==> src/rtl/wb_arb2_if.sv <==
`default_nettype none
// ============================================================================
// Module   : wb_arb2_if
// Purpose  : Wishbone classic bus bundle shared by masters, arbiter and slave.
// Revision : 1.0 - initial release
// ============================================================================
interface wb_arb2_if #(
    parameter int AW = 32,
    parameter int DW = 32
);
    logic [AW-1:0]   adr;
    logic [DW-1:0]   dat_w;
    logic [DW-1:0]   dat_r;
    logic [DW/8-1:0] sel;
    logic            we;
    logic            cyc;
    logic            stb;
    logic            ack;
    logic            err;

    // The slave fabric has no error line; only the arbiter raises err.
    modport master (output adr, dat_w, sel, we, cyc, stb, input dat_r, ack);
    modport slave  (input adr, dat_w, sel, we, cyc, stb, output dat_r, ack, err);
endinterface
`default_nettype wire

==> src/rtl/wb_arb2.sv <==
`default_nettype none
// ============================================================================
// Module   : wb_arb2
// Purpose  : Two-master Wishbone classic arbiter, round-robin, cyc-locked
//            grants and an ack-timeout watchdog that returns err.
// Revision : 1.0 - initial release
// ============================================================================
module wb_arb2 #(
    parameter int AW      = 32,
    parameter int DW      = 32,
    parameter int TIMEOUT = 255
) (
    input  wire logic  clk,
    input  wire logic  rst,
    wb_arb2_if.slave   m0,
    wb_arb2_if.slave   m1,
    wb_arb2_if.master  s,
    output logic [1:0] gnt_o
);
    typedef enum logic [1:0] {
        IDLE = 2'd0,
        GNT0 = 2'd1,
        GNT1 = 2'd2
    } state_t;

    localparam logic [7:0] c_timeout = 8'(TIMEOUT);

    state_t          r_state;
    state_t          w_state_nxt;
    logic            r_last;
    logic            w_last_nxt;
    logic [7:0]      r_cnt;
    logic [7:0]      w_cnt_nxt;

    logic            w_g0;
    logic            w_g1;
    logic [AW-1:0]   w_adr;
    logic [DW-1:0]   w_dat;
    logic [DW/8-1:0] w_sel;
    logic            w_we;
    logic            w_cyc;
    logic            w_stb;
    logic            w_req;
    logic            w_to;

    always_ff @(posedge clk) begin
        if (rst) begin
            r_state <= IDLE;
            r_last  <= 1'b1;
            r_cnt   <= 8'd0;
        end else begin
            r_state <= w_state_nxt;
            r_last  <= w_last_nxt;
            r_cnt   <= w_cnt_nxt;
        end
    end

    // A grant is only released when its owner drops cyc; ties favour !last.
    always_comb begin
        w_state_nxt = r_state;
        w_last_nxt  = r_last;
        case (r_state)
            IDLE: begin
                if (m0.cyc && (!m1.cyc || r_last)) begin
                    w_state_nxt = GNT0;
                end else if (m1.cyc) begin
                    w_state_nxt = GNT1;
                end
            end
            GNT0: begin
                if (!m0.cyc) begin
                    w_last_nxt  = 1'b0;
                    w_state_nxt = m1.cyc ? GNT1 : IDLE;
                end
            end
            GNT1: begin
                if (!m1.cyc) begin
                    w_last_nxt  = 1'b1;
                    w_state_nxt = m0.cyc ? GNT0 : IDLE;
                end
            end
            default: w_state_nxt = IDLE;
        endcase
    end

    assign w_g0 = (r_state == GNT0);
    assign w_g1 = (r_state == GNT1);

    always_comb begin
        w_adr = '0;
        w_dat = '0;
        w_sel = '0;
        w_we  = 1'b0;
        w_cyc = 1'b0;
        w_stb = 1'b0;
        if (w_g0) begin
            w_adr = m0.adr;
            w_dat = m0.dat_w;
            w_sel = m0.sel;
            w_we  = m0.we;
            w_cyc = m0.cyc;
            w_stb = m0.stb;
        end else if (w_g1) begin
            w_adr = m1.adr;
            w_dat = m1.dat_w;
            w_sel = m1.sel;
            w_we  = m1.we;
            w_cyc = m1.cyc;
            w_stb = m1.stb;
        end
    end

    assign w_req = w_cyc & w_stb;
    // An ack arriving on the limit cycle wins over the timeout.
    assign w_to  = w_req && (r_cnt == c_timeout) && !s.ack;

    always_comb begin
        w_cnt_nxt = r_cnt + 8'd1;
        if ((w_state_nxt != r_state) || !w_req || s.ack || w_to) begin
            w_cnt_nxt = 8'd0;
        end
    end

    assign s.adr    = w_adr;
    assign s.dat_w  = w_dat;
    assign s.sel    = w_sel;
    assign s.we     = w_we;
    assign s.cyc    = w_cyc;
    assign s.stb    = w_stb;

    assign m0.ack   = w_g0 & s.ack;
    assign m0.err   = w_g0 & w_to;
    assign m0.dat_r = w_g0 ? s.dat_r : '0;
    assign m1.ack   = w_g1 & s.ack;
    assign m1.err   = w_g1 & w_to;
    assign m1.dat_r = w_g1 ? s.dat_r : '0;

    assign gnt_o    = {w_g1, w_g0};
endmodule
`default_nettype wire

==> src/flat_wrapper.sv <==
// flat-port wrapper written by rule: the top's interface ports become plain ports
module wb_arb2_flat 
#(
    parameter int AW      = 32,
    parameter int DW      = 32,
    parameter int TIMEOUT = 255
)
  (clk, rst, gnt_o, m0_adr, m0_dat_w, m0_sel, m0_we, m0_cyc, m0_stb, m0_dat_r, m0_ack, m0_err, m1_adr, m1_dat_w, m1_sel, m1_we, m1_cyc, m1_stb, m1_dat_r, m1_ack, m1_err, s_adr, s_dat_w, s_sel, s_we, s_cyc, s_stb, s_dat_r, s_ack);
  wb_arb2_if #(.AW(AW), .DW(DW)) m0_i ();
  wb_arb2_if #(.AW(AW), .DW(DW)) m1_i ();
  wb_arb2_if #(.AW(AW), .DW(DW)) s_i ();
  input  wire logic clk;
  input  wire logic rst;
  output logic [1:0] gnt_o;
  input wire logic [$bits(m0_i.adr)-1:0] m0_adr;
  input wire logic [$bits(m0_i.dat_w)-1:0] m0_dat_w;
  input wire logic [$bits(m0_i.sel)-1:0] m0_sel;
  input wire logic [$bits(m0_i.we)-1:0] m0_we;
  input wire logic [$bits(m0_i.cyc)-1:0] m0_cyc;
  input wire logic [$bits(m0_i.stb)-1:0] m0_stb;
  output wire logic [$bits(m0_i.dat_r)-1:0] m0_dat_r;
  output wire logic [$bits(m0_i.ack)-1:0] m0_ack;
  output wire logic [$bits(m0_i.err)-1:0] m0_err;
  input wire logic [$bits(m1_i.adr)-1:0] m1_adr;
  input wire logic [$bits(m1_i.dat_w)-1:0] m1_dat_w;
  input wire logic [$bits(m1_i.sel)-1:0] m1_sel;
  input wire logic [$bits(m1_i.we)-1:0] m1_we;
  input wire logic [$bits(m1_i.cyc)-1:0] m1_cyc;
  input wire logic [$bits(m1_i.stb)-1:0] m1_stb;
  output wire logic [$bits(m1_i.dat_r)-1:0] m1_dat_r;
  output wire logic [$bits(m1_i.ack)-1:0] m1_ack;
  output wire logic [$bits(m1_i.err)-1:0] m1_err;
  output wire logic [$bits(s_i.adr)-1:0] s_adr;
  output wire logic [$bits(s_i.dat_w)-1:0] s_dat_w;
  output wire logic [$bits(s_i.sel)-1:0] s_sel;
  output wire logic [$bits(s_i.we)-1:0] s_we;
  output wire logic [$bits(s_i.cyc)-1:0] s_cyc;
  output wire logic [$bits(s_i.stb)-1:0] s_stb;
  input wire logic [$bits(s_i.dat_r)-1:0] s_dat_r;
  input wire logic [$bits(s_i.ack)-1:0] s_ack;
  assign m0_i.adr = m0_adr;
  assign m0_i.dat_w = m0_dat_w;
  assign m0_i.sel = m0_sel;
  assign m0_i.we = m0_we;
  assign m0_i.cyc = m0_cyc;
  assign m0_i.stb = m0_stb;
  assign m0_dat_r = m0_i.dat_r;
  assign m0_ack = m0_i.ack;
  assign m0_err = m0_i.err;
  assign m1_i.adr = m1_adr;
  assign m1_i.dat_w = m1_dat_w;
  assign m1_i.sel = m1_sel;
  assign m1_i.we = m1_we;
  assign m1_i.cyc = m1_cyc;
  assign m1_i.stb = m1_stb;
  assign m1_dat_r = m1_i.dat_r;
  assign m1_ack = m1_i.ack;
  assign m1_err = m1_i.err;
  assign s_adr = s_i.adr;
  assign s_dat_w = s_i.dat_w;
  assign s_sel = s_i.sel;
  assign s_we = s_i.we;
  assign s_cyc = s_i.cyc;
  assign s_stb = s_i.stb;
  assign s_i.dat_r = s_dat_r;
  assign s_i.ack = s_ack;
  wb_arb2 #(.AW(AW), .DW(DW), .TIMEOUT(TIMEOUT)) u_core (.clk(clk), .rst(rst), .m0(m0_i), .m1(m1_i), .s(s_i), .gnt_o(gnt_o));
endmodule
==> config.mk <==
export PLATFORM = sky130hd
export DESIGN_NAME = wb_arb2_flat
export DESIGN_NICKNAME = d
export VERILOG_FILES = /design/src/rtl/wb_arb2_if.sv /design/src/rtl/wb_arb2.sv /design/src/flat_wrapper.sv
export SDC_FILE = /design/constraint.sdc
export NUM_CORES = 1
export LEC_CHECK = 0
export BUFFER_PORTS_ARGS = -buffer_cell sky130_fd_sc_hd__buf_2
export CAP_MARGIN = 40
export CORE_AREA = 2 2 123 125
export DETAILED_ROUTE_END_ITERATION = 8
export DIE_AREA = 0 0 125 127
export HOLD_SLACK_MARGIN = 0.02
export PLACE_DENSITY = 0.44
export REMOVE_ABC_BUFFERS = 1
export SKIP_CTS_REPAIR_TIMING = 1
export SLEW_MARGIN = 20
export SYNTH_ARGS = -nofsm -noshare
export SYNTH_HDL_FRONTEND = slang
export SYNTH_SLANG_ARGS = --single-unit
==> constraint.sdc <==
create_clock -name clk -period 3.16 [get_ports clk]
set_input_delay 0.158 -clock clk [delete_from_list [all_inputs] [get_ports clk]]
set_output_delay 0.158 -clock clk [all_outputs]
set_load 0.02 [all_outputs]
==> qor.csv <==
metric,value,unit
status,finished clean,
first_iter_violations,106,
finalSetupTns,0,ns
cts_tree,built,
crit_path_cell_trace,nor2b_4 > buf_12 > a22o_1 > buf_2,
netlist_area,1860,µm²
fin_nets,703,
ys_seq_elements,11,
die_height,127,µm
p_leak,2.14,nW
root_buffer,clkbuf_16,
final_weighted_congestion_in_routability_driven_placement,0.868,
min_from,rst,
post_drt_via_cell_ratio,4.22,
detail-route-antenna-nets,0,
drv_cap,0,
buffer_depth_of_the_longest_clock_path,2,
largest_cells_by_area_after_synthesis,"a22o_1 32%, and2_1 22%, dfxtp_1 12%",
worst_skew_pair.late_latency,0.24,ns
final_layout_size_suffix_gt1_share,64.1,%
portBuffers,317,
worstRegToRegCells,3,
worst-setup-path-type,flop to output pin,
vias,2992,
timing.critical_path.required,3.00,ns
rows,44,
largest_net_degree_at_the_start_of_global_routing,58,
maxSlewViolCount,0,
synthDominantAreaCellType,a22o_1,
crit_path_start_kind,flop,
grt.overflow.total,0,
seq_area_frac_synth,11.8,%
worst-slew-pin-transition,0.575,ns
p_per_area,245,nW/µm²
first_global_vias,2887,
numPlacedInstances,704,
area.growth.synth_to_final,92.7,%
family_of_cells_with_the_greatest_summed_delay_on_the_critical_path,simple AND/OR/NAND/NOR gates,
buffers_and_inverters_on_the_worst_path,2,
fp.dieArea,15900,µm²
min_path_type,input port to flop,
layout_min_cycle_time,2.31,ns
grt_first_pass_wirelength,16200,µm
r2r-end,u_core.r_cnt[2]$_SDFF_PP0_,
clkSinkCount,11,
critical_path_arrival,2.15,ns
grtUsageMet3,2.89,%
reg2reg_slack,1.72,ns
vdd_ir_drop_max,0.110,mV
instances_no_fill,709,
design.portCount,318,
setup_violations,0,
critical-path-max-stage-delay,0.59,ns
hold-path-cell-count,2,
peak_usage_layer_in_the_global_routing_report,met2,
numCtsBuffers,3,
htreeDepth,1,
met1_usage,15.1,%
hold_path_end,u_core.r_last$_SDFFE_PP1P_,
design_power_total,880,µW
dp.final_hpwl,9540,µm
antenna_found_initial,1,
cts.clk_slew.worst_paths,0.04,ns
wirelength,11300,µm
floorplan.initialDensity,12.9,%
worst_path_max_delay_cell,nor2b_4,
synth-edff-count,0,
grtUsageTotal,12.6,%
fp.coreArea,14400,µm²
slew_headroom,61.6,%
setup_repair_after_global_routing_missed_its_margin,no,
layout_common_cells,"317 x buf_2, 69 x a22o_1, 66 x and2_1, 11 x dfxtp_1, 6 x nand2_1",
crit-reg2reg-launch,u_core.r_state[1]$_SDFF_PP0_,
timing.clock.skew,0.00261,ns
route.detailed.wl_per_inst,15.9,µm
critPathCaptureType,output pin,
postSynth.asyncResetShare,0,%
drc,0,
crit_fanout,57,
number_of_hold_violations_in_the_final_report,0,
max_clock_freq,433,MHz
synth_cell_type_count,36,
synth_area_per_cell,8.23,µm²
die_outline_width,125,µm
ys.warnings.count,0,
postSynth.topFlopCell,dfxtp_1,
final_common_cell,buf_2,
netlist_instances,226,
yosysTopAreaCellShare,32.5,%
drt_pre_antenna_iters,4,
min_period_over_period,73.1,%
grt_use_met2,23.3,%
how the worst max path moves through the flow:
| stage | from | end | slack (ns) | cells past startpoint |
|---|---|---|---|---|
| after CTS | u_core.r_state[1]$_SDFF_PP0_ | s_adr[5] | 0.85 | 4 |
| after detailed placement | u_core.r_state[1]$_SDFF_PP0_ | s_adr[5] | 1.10 | 4 |
| final | u_core.r_state[1]$_SDFF_PP0_ | s_adr[5] | 0.85 | 4 |
| after global routing | u_core.r_state[1]$_SDFF_PP0_ | s_adr[8] | 0.68 | 4 |
| after global placement | u_core.r_state[1]$_SDFF_PP0_ | s_adr[5] | 1.15 | 4 |
| after floorplan | u_core.r_state[1]$_SDFF_PP0_ | s_adr[0] | -1.41 | 2 |
synth_stat cells (all sizes together), types with 2 or more instances:
master,count
o21ai,5
xor2,2
clkbuf,6
nor2,5
buf,21
or3,2
and4b,3
and2,66
o22ai,2
nor3,3
nand2,6
dfxtp,11
a211oi,3
nand3,3
nor3b,2
and3b,2
a22o,69
inv,2
nor2b,4
logic make-up after synthesis:
logic type / count (synthesis) / synth area share [%]
flops: 11 / 11.8
fa+ha+maj: 1 / 0.672
xor+xnor: 3 / 1.41
buf+inv: 29 / 12.4
simple gates: 101 / 35.6
compound gates: 81 / 38.1
state kept, by name, summed over array words and instances, names as in the netlist:
register / flops
u_core.r_cnt: 8
u_core.r_last: 1
u_core.r_state: 2
worst reg2reg max path, cell delays in order (launching register included):
cell and delay [ns]:
dfxtp_1 0.57, and4b_1 0.29, o221ai_4 0.37, nor2_1 0.09
stage by stage:
step / setup WS (ns) / hold slack, ns / cell area (µm²) / utilization, %
global placement: 1.15 / 0.405 / 3500 / 24.3
CTS: 0.851 / 0.170 / 3580 / 24.8
finish: 0.851 / 0.174 / 3590 / 24.9
global route: 0.679 / 0.193 / 3590 / 24.9
detailed placement: 1.10 / 0.414 / 3500 / 24.3
floorplan: -1.41 / 0.259 / 1640 / -
cell type report:
cell class	instances	area (µm²)
antenna	1	2.50
fill	1644	10800
clock buffer	4	78.8
inverter	2	7.51
sequential	11	220
tap	184	230
multi-input combinational	186	1420
timing repair buffer	321	1630
layer usage:
layer / up-vias / part of all wire [%]
met2: 131 / 52
met4: 0 / 1.5
met1: 1414 / 39
met5: - / 0
li1: 1435 / -
met3: 12 / 7.1
power breakdown:
part / total (mW) / switching, mW / internal (mW)
registers: 0.148 / 0.00633 / 0.142
logic: 0.499 / 0.285 / 0.215
clock network: 0.233 / 0.0634 / 0.169
Power figures use the tool's default switching activity.
